### src/rtl/rx_memory_control.sv
// Ethernet RX payload to VRAM writer with per-segment duplicate/commit tracking.
// Optional RX_STATS_EN adds saturating CRC-error and duplicate-skip counters.
module rx_memory_control #(
   parameter int SEGMENT_NUMBER_MAX = 150,
   parameter int PIXELS_PER_SEGMENT = 479,
   parameter int MAX_VRAMADDR       = 57600
) (
   input  logic        clk125MHz,
   input  logic        rst,
   input  logic        rx_sof,
   input  logic        rx_valid,
   input  logic [7:0]  rx_data,
   input  logic        rx_eof,
   input  logic        rx_crc_ok,
   input  logic [7:0]  txid,
   input  logic [7:0]  redundancy,
   input  logic [15:0] segment_num,
   input  logic [15:0] segment_num_max,
   output logic        vram_we,
   output logic [23:0] vram_addr,
   output logic [23:0] vram_din,
   output logic        frame_done,
   output logic [15:0] seg_count,
   output logic [15:0] crc_err_count,
   output logic [15:0] dup_skip_count
);

   localparam int          SW      = $clog2(SEGMENT_NUMBER_MAX);
   localparam logic [23:0] PPS     = 24'(PIXELS_PER_SEGMENT);
   localparam logic [15:0] PIX_MAX = 16'(PIXELS_PER_SEGMENT);
   localparam logic [23:0] MAXA    = 24'(MAX_VRAMADDR);
   localparam logic [15:0] SEG_LIM = 16'(SEGMENT_NUMBER_MAX);

   typedef enum logic [2:0] {IDLE, CHECK, PAYLOAD, SKIP, COMMIT} state_t;

   state_t                        state_q, state_d;
   logic [15:0]                   seg_q, seg_d, segmax_q, segmax_d;
   logic [7:0]                    txid_q, txid_d, red_q, red_d;
   logic [7:0]                    hold_q, hold_d, r_q, r_d, g_q, g_d;
   logic                          crc_q, crc_d;
   logic [23:0]                   base_q, base_d;
   logic [1:0]                    phase_q, phase_d;
   logic [15:0]                   pix_q, pix_d, cnt_q, cnt_d;
   logic [SEGMENT_NUMBER_MAX-1:0] bitmap_q, bitmap_d;
   logic                          we_q, we_d, done_q, done_d;
   logic [23:0]                   addr_q, addr_d, din_q, din_d;

   logic [SW-1:0] idx;
   logic [23:0]   pix_addr;
   logic [15:0]   cnt_inc;
   logic          seg_ok, newfrm, dup, pass, v, e, take;
   logic          crc_inc, dup_inc;

   assign idx      = seg_q[SW-1:0];
   assign pix_addr = base_q + 24'(pix_q);
   assign cnt_inc  = cnt_q + 16'd1;
   assign seg_ok   = seg_q < SEG_LIM;
   assign newfrm   = txid_q == 8'd1 && seg_q == 16'd0 && cnt_q != 16'd0;
   assign dup      = seg_ok && bitmap_q[idx] && !newfrm;
   assign pass     = seg_ok && seg_q < segmax_q && txid_q != 8'd0 &&
                     txid_q <= red_q && !dup;
   // a new rx_sof byte always belongs to the next packet
   assign v        = rx_valid && !rx_sof;
   assign e        = rx_eof && !rx_sof;
   assign take     = v && pix_q < PIX_MAX;

   always_comb begin
      state_d  = state_q;
      seg_d    = seg_q;
      segmax_d = segmax_q;
      txid_d   = txid_q;
      red_d    = red_q;
      hold_d   = hold_q;
      r_d      = r_q;
      g_d      = g_q;
      crc_d    = crc_q;
      base_d   = base_q;
      phase_d  = phase_q;
      pix_d    = pix_q;
      cnt_d    = cnt_q;
      bitmap_d = bitmap_q;
      we_d     = 1'b0;
      done_d   = 1'b0;
      addr_d   = addr_q;
      din_d    = din_q;
      crc_inc  = 1'b0;
      dup_inc  = 1'b0;
      case (state_q)
         CHECK: begin
            if (newfrm) begin
               bitmap_d = '0;
               cnt_d    = '0;
            end
            dup_inc = dup;
            // held sof byte becomes R; a byte landing here becomes G
            r_d     = hold_q;
            phase_d = 2'd1;
            pix_d   = '0;
            base_d  = 24'(seg_q) * PPS;
            if (v) begin
               g_d     = rx_data;
               phase_d = 2'd2;
            end
            if (e) begin
               crc_d   = rx_crc_ok;
               crc_inc = pass && !rx_crc_ok;
               state_d = pass ? COMMIT : IDLE;
            end else begin
               state_d = pass ? PAYLOAD : SKIP;
            end
         end
         PAYLOAD: begin
            if (take) begin
               case (phase_q)
                  2'd0: begin
                     r_d     = rx_data;
                     phase_d = 2'd1;
                  end
                  2'd1: begin
                     g_d     = rx_data;
                     phase_d = 2'd2;
                  end
                  default: begin
                     phase_d = 2'd0;
                     pix_d   = pix_q + 16'd1;
                     if (pix_addr < MAXA) begin
                        we_d   = 1'b1;
                        addr_d = pix_addr;
                        din_d  = {r_q, g_q, rx_data};
                     end
                  end
               endcase
            end
            if (e) begin
               crc_d   = rx_crc_ok;
               crc_inc = !rx_crc_ok;
               state_d = COMMIT;
            end
         end
         SKIP: begin
            if (e) state_d = IDLE;
         end
         COMMIT: begin
            state_d = IDLE;
            if (crc_q) begin
               if (cnt_inc >= segmax_q) begin
                  done_d   = 1'b1;
                  bitmap_d = '0;
                  cnt_d    = '0;
               end else begin
                  bitmap_d[idx] = 1'b1;
                  cnt_d         = cnt_inc;
               end
            end
         end
         default: ;
      endcase
      if (rx_sof) begin
         state_d  = CHECK;
         seg_d    = segment_num;
         segmax_d = segment_num_max;
         txid_d   = txid;
         red_d    = redundancy;
         hold_d   = rx_data;
      end
   end

   always_ff @(posedge clk125MHz) begin
      if (rst) begin
         state_q  <= IDLE;
         seg_q    <= '0;
         segmax_q <= '0;
         txid_q   <= '0;
         red_q    <= '0;
         hold_q   <= '0;
         r_q      <= '0;
         g_q      <= '0;
         crc_q    <= 1'b0;
         base_q   <= '0;
         phase_q  <= '0;
         pix_q    <= '0;
         cnt_q    <= '0;
         bitmap_q <= '0;
         we_q     <= 1'b0;
         done_q   <= 1'b0;
         addr_q   <= '0;
         din_q    <= '0;
      end else begin
         state_q  <= state_d;
         seg_q    <= seg_d;
         segmax_q <= segmax_d;
         txid_q   <= txid_d;
         red_q    <= red_d;
         hold_q   <= hold_d;
         r_q      <= r_d;
         g_q      <= g_d;
         crc_q    <= crc_d;
         base_q   <= base_d;
         phase_q  <= phase_d;
         pix_q    <= pix_d;
         cnt_q    <= cnt_d;
         bitmap_q <= bitmap_d;
         we_q     <= we_d;
         done_q   <= done_d;
         addr_q   <= addr_d;
         din_q    <= din_d;
      end
   end

   // a write registered just before reset must not land on the reset cycle
   assign vram_we    = we_q & ~rst;
   assign vram_addr  = addr_q;
   assign vram_din   = din_q;
   assign frame_done = done_q;
   assign seg_count  = cnt_q;

`ifdef RX_STATS_EN
   logic [15:0] crc_err_q, crc_err_d, dup_skip_q, dup_skip_d;

   assign crc_err_d  = (crc_inc && crc_err_q != 16'hFFFF) ?
                       crc_err_q + 16'd1 : crc_err_q;
   assign dup_skip_d = (dup_inc && dup_skip_q != 16'hFFFF) ?
                       dup_skip_q + 16'd1 : dup_skip_q;

   always_ff @(posedge clk125MHz) begin
      if (rst) begin
         crc_err_q  <= '0;
         dup_skip_q <= '0;
      end else begin
         crc_err_q  <= crc_err_d;
         dup_skip_q <= dup_skip_d;
      end
   end

   assign crc_err_count  = crc_err_q;
   assign dup_skip_count = dup_skip_q;
`else
   logic unused_stats;
   assign unused_stats   = crc_inc | dup_inc;
   assign crc_err_count  = '0;
   assign dup_skip_count = '0;
`endif

endmodule

### config.mk
export PLATFORM = sky130hd
export DESIGN_NAME = rx_memory_control
export DESIGN_NICKNAME = d
export VERILOG_FILES = /design/src/rtl/rx_memory_control.sv
export SDC_FILE = /design/constraint.sdc
export NUM_CORES = 1
export LEC_CHECK = 0
export BUFFER_PORTS_ARGS = -buffer_cell sky130_fd_sc_hd__buf_2
export CORE_MARGIN = 4
export CORE_UTILIZATION = 60
export CTS_CLUSTER_DIAMETER = 40
export DETAILED_ROUTE_END_ITERATION = 10
export HOLD_SLACK_MARGIN = 0.12
export MAX_ROUTING_LAYER = met4
export PLACE_DENSITY = 0.8
export SYNTH_ARGS = -nofsm -noshare
export SYNTH_HDL_FRONTEND = slang
export SYNTH_SLANG_ARGS = --single-unit
### constraint.sdc
create_clock -name clk125MHz -period 9.7 [get_ports clk125MHz]
set_clock_uncertainty 0.05 [all_clocks]
set_input_delay 0.97 -clock clk125MHz [delete_from_list [all_inputs] [get_ports clk125MHz]]
set_output_delay 0.97 -clock clk125MHz [all_outputs]
set_load 0.005 [all_outputs]
==> results.py <==
metrics = {
    "power_and_ir_drop": {
        "p_leak_nw": 9.14,
        "p_total_w": 0.00395,
        "power.net_switching_w": 0.00120,
        "power.internal_w": 0.00275,
        "cellPowerDensity_nw_per_um2": 194,
        "vdd_drop_max_v": 0.000250,
        "clockPowerShare_pct": 39.9,
        "p_comb_share_pct": 23.0,
        "swShare_pct": 30.4,
        "seqPwrFrac_pct": 37.2,
    },
    "synth": {
        "synth_area_leaders": "dfxtp_1 37%, ha_1 8.9%, fa_1 7.7%",
        "syn_area_um2": 18300,
        "synth_top_area_share_pct": 36.6,
        "ys_warn_count": 0,
        "synth_area_per_cell_um2": 9.92,
        "yosysSeqAreaShare_pct": 36.6,
        "async_reset_ff_share_pct": 0,
        "synthCells": 1843,
        "synth.distinct_cells": 75,
        "synth_ff_type": "dfxtp_1",
        "synth_edf_count": 0,
        "yosysTopAreaCell": "dfxtp_1",
        "synth_seq_cells": 334,
    },
    "sta": {
        "finalCritPeriodShare_pct": 60.8,
        "setup_viol_count_final": 0,
        "timing.setup.tns_ns": 0,
        "finalHoldViolations": 0,
        "fin_crit_ns": 5.90,
        "timing.final.ws_setup_ns": 3.80,
        "slew_viol_final": 0,
        "relSlewSlack_pct": 15.6,
        "tightest_slew_ns": 1.27,
        "clock.fmax_ghz": 0.170,
        "rsz0062_at_grt": "false",
    },
    "worst_setup_path": {
        "cp_max_fo": 111,
        "critPathRequiredTime_ns": 10.08,
        "path_class": "flip-flop to flip-flop",
        "slowest_stage": "buf_4",
        "cp-end-kind": "flip-flop",
        "cp.arrival_ns": 6.28,
        "path_cells": "ha_1 > and3_1 > and3_1 > and3_1 > and3_1 > and3_1 > nand3_1 > xnor2_1 > ha_1 > and3_1 > a311o_1 > a31oi_1 > nand3_1 > nand2_4 > buf_4 > o2bb2ai_1",
        "crit_top_cell": "and3_1",
        "max_stage_delay_ns": 0.94,
        "cp-start-kind": "flip-flop",
    },
    "floorplanning": {
        "die_area_um2": 33300,
        "start_util_pct": 61.2,
        "ioPinCount": 160,
        "num_rows": 63,
        "fp.dieH_um": 183,
        "die_w_um": 183,
        "fp.coreArea_um2": 29900,
    },
    "cts": {
        "cts.sinks": 334,
        "htreeDepth": 2,
        "cts.reportedPaths.clkPinSlew_ns": 0.06,
        "cts_max_path_buffers": 3,
        "clk_latency_ns": 0.55,
        "cts_resized": 0,
        "hold_buffers": 0,
        "cts_setup_buffers": 0,
        "cts_tree": "built",
        "numCtsBuffers": 42,
        "root_buffer": "clkbuf_16",
    },
    "global_route": {
        "gr-usage-all-layers_pct": 26.3,
        "grt_pass1_vias": 14100,
        "antenna_found_initial": 0,
        "grt_max_degree": 112,
        "grt_pass1_wl_um": 71400,
        "grt_overflow_total": 0,
    },
    "route": {
        "dr.pass1.iters": 5,
        "vias": 14000,
        "drt_iter0_markers": 987,
        "ant_nets": 0,
        "via_per_inst": 5.95,
        "drc_errors": 0,
        "wl_per_cell_um": 18.5,
        "routed_wl_um": 43500,
    },
    "layout": {
        "syn2layout_area_growth_pct": 11.6,
        "drive_above_1_share_pct": 13.7,
        "finish.utilization_pct": 68.3,
        "fin_nets": 2191,
        "antenna_cells_inserted": 0,
        "final_area_um2": 20400,
    },
    "placed_design": {
        "finalWeightedCongestion": 0.937,
        "place.port_buffers": 127,
        "place_area_um2": 19000,
        "dpl.hpwl_um": 30400,
        "preCtsSetupSlack_ns": 3.91,
    },
    "run": {
        "drv_cap": 0,
    },
    "outcome": {
        "status": "completed",
    },
    "worst_hold_path": {
        "min_path_type": "flip-flop to flip-flop",
    },
}
-- critical path: cells and delay by family, from the launching register on --
family / cells / cell delay [ns]
and+or+nand+nor: 9 / 2.69
buffers and inverters: 1 / 0.94
AOI/OAI and AO/OA: 3 / 0.82
adders and majority gates: 2 / 0.54
DFF: 1 / 0.45
xor gates and xnor gates: 1 / 0.21
-- metal layers --
layer	routed length (µm)	GRT usage, %	up-vias	share of wire, %
li1	-	-	6646	-
met1	19000	35.3	6744	44
met2	20700	42.0	505	47
met3	2790	3.81	111	6.4
met4	1080	7.54	0	2.5
met5	0	-	-	0
-- synthesized netlist by cell type, types with 14 or more instances --
| cell type | instances |
|---|---|
| o21ai_0 | 36 |
| a21o_1 | 29 |
| inv_1 | 162 |
| xor2_1 | 25 |
| and3_1 | 30 |
| nor2b_1 | 20 |
| nor2_1 | 155 |
| xnor2_1 | 24 |
| buf_1 | 14 |
| buf_4 | 32 |
| a22oi_1 | 14 |
| mux2i_1 | 103 |
| mux4_2 | 38 |
| nor3_1 | 17 |
| dfxtp_1 | 334 |
| nand3_1 | 42 |
| fa_1 | 70 |
| clkbuf_1 | 67 |
| o2bb2ai_1 | 150 |
| nand2_1 | 116 |
| ha_1 | 130 |
| a21oi_1 | 68 |
-- state kept, by name, summed over array words and instances, names as in the netlist, 2 cells and up --
| signal | flops |
|---|---|
| vram_din | 24 |
| seg_count | 16 |
| bitmap_q | 150 |
| phase_q | 2 |
| pix_q | 16 |
| vram_addr | 24 |
| base_q | 24 |
| hold_q | 8 |
| txid_q | 8 |
| r_q | 8 |
| red_q | 8 |
| state_q | 3 |
| seg_q | 16 |
| g_q | 8 |
| segmax_q | 16 |
-- power by group through the flow --
stage / registers, W / clock network, W / logic (W)
5_1_grt: 0.00147 / 0.00165 / 0.00103
4_1_cts: 0.00147 / 0.00159 / 0.000902
6_report: 0.00147 / 0.00158 / 0.000907
3_3_place_gp: 0.00149 / 0 / 0.000865
2_1_floorplan: 0.00148 / 0 / 0.000715
3_5_place_dp: 0.00150 / 0 / 0.000888
-- path summary, 6_finish.rpt --
| check | from | endpoint | slack, ns | cells past startpoint |
|---|---|---|---|---|
| min | vram_addr[14]$_SDFFE_PP0P_ | vram_addr[14]$_SDFFE_PP0P_ | 0.40 | 2 |
| max | seg_count[0]$_SDFFE_PP0P_ | bitmap_q[64]$_SDFFE_PP0P_ | 3.80 | 16 |
| max reg2reg | seg_count[0]$_SDFFE_PP0P_ | bitmap_q[64]$_SDFFE_PP0P_ | 3.80 | 16 |
| min reg2reg | vram_addr[14]$_SDFFE_PP0P_ | vram_addr[14]$_SDFFE_PP0P_ | 0.40 | 2 |
-- layout make-up --
class | instances | area (µm²)
multi-input combinational | 1252 | 10500
fill | 2247 | 9470
sequential | 334 | 6690
clock buffer | 54 | 1180
timing repair buffer | 137 | 716
inverter | 162 | 608
tap | 390 | 488
clock inverter | 23 | 258
-- cell usage in the layout, fill, tap and decap left out, types with 38 or more instances in the layout --
master / count
nand2_1: 115
dfxtp_1: 332
buf_2: 125
fa_1: 70
nand3_1: 42
mux4_2: 38
mux2i_1: 103
o2bb2ai_1: 150
nor2_1: 155
a21oi_1: 68
clkbuf_16: 43
ha_1: 130
inv_1: 162
-- cells by family (layout without fill, tap and decap cells) --
group                    Yosys count  after routing  synth area share, %
AND/OR/NAND/NOR                  439            439                 11.1
adder cells (fa/ha/maj)          200            200                 16.6
flip-flops                       334            334                 36.6
AO/OA/AOI/OAI                    389            389                 16.1
other                              1             32               0.0205
XOR/XNOR                          49             49                 2.35
buffers and inverters            288            376                 6.83
multiplexers                     143            143                 10.4
-- through the flow --
stage          cells  hold WS (ns)
2_1_floorplan   1874         0.377
3_3_place_gp    2275         0.389
3_5_place_dp    2275         0.391
4_1_cts         2352         0.403
5_1_grt         2352         0.417
6_report        2352         0.399
No activity file was read; power rests on OpenSTA's default activity.
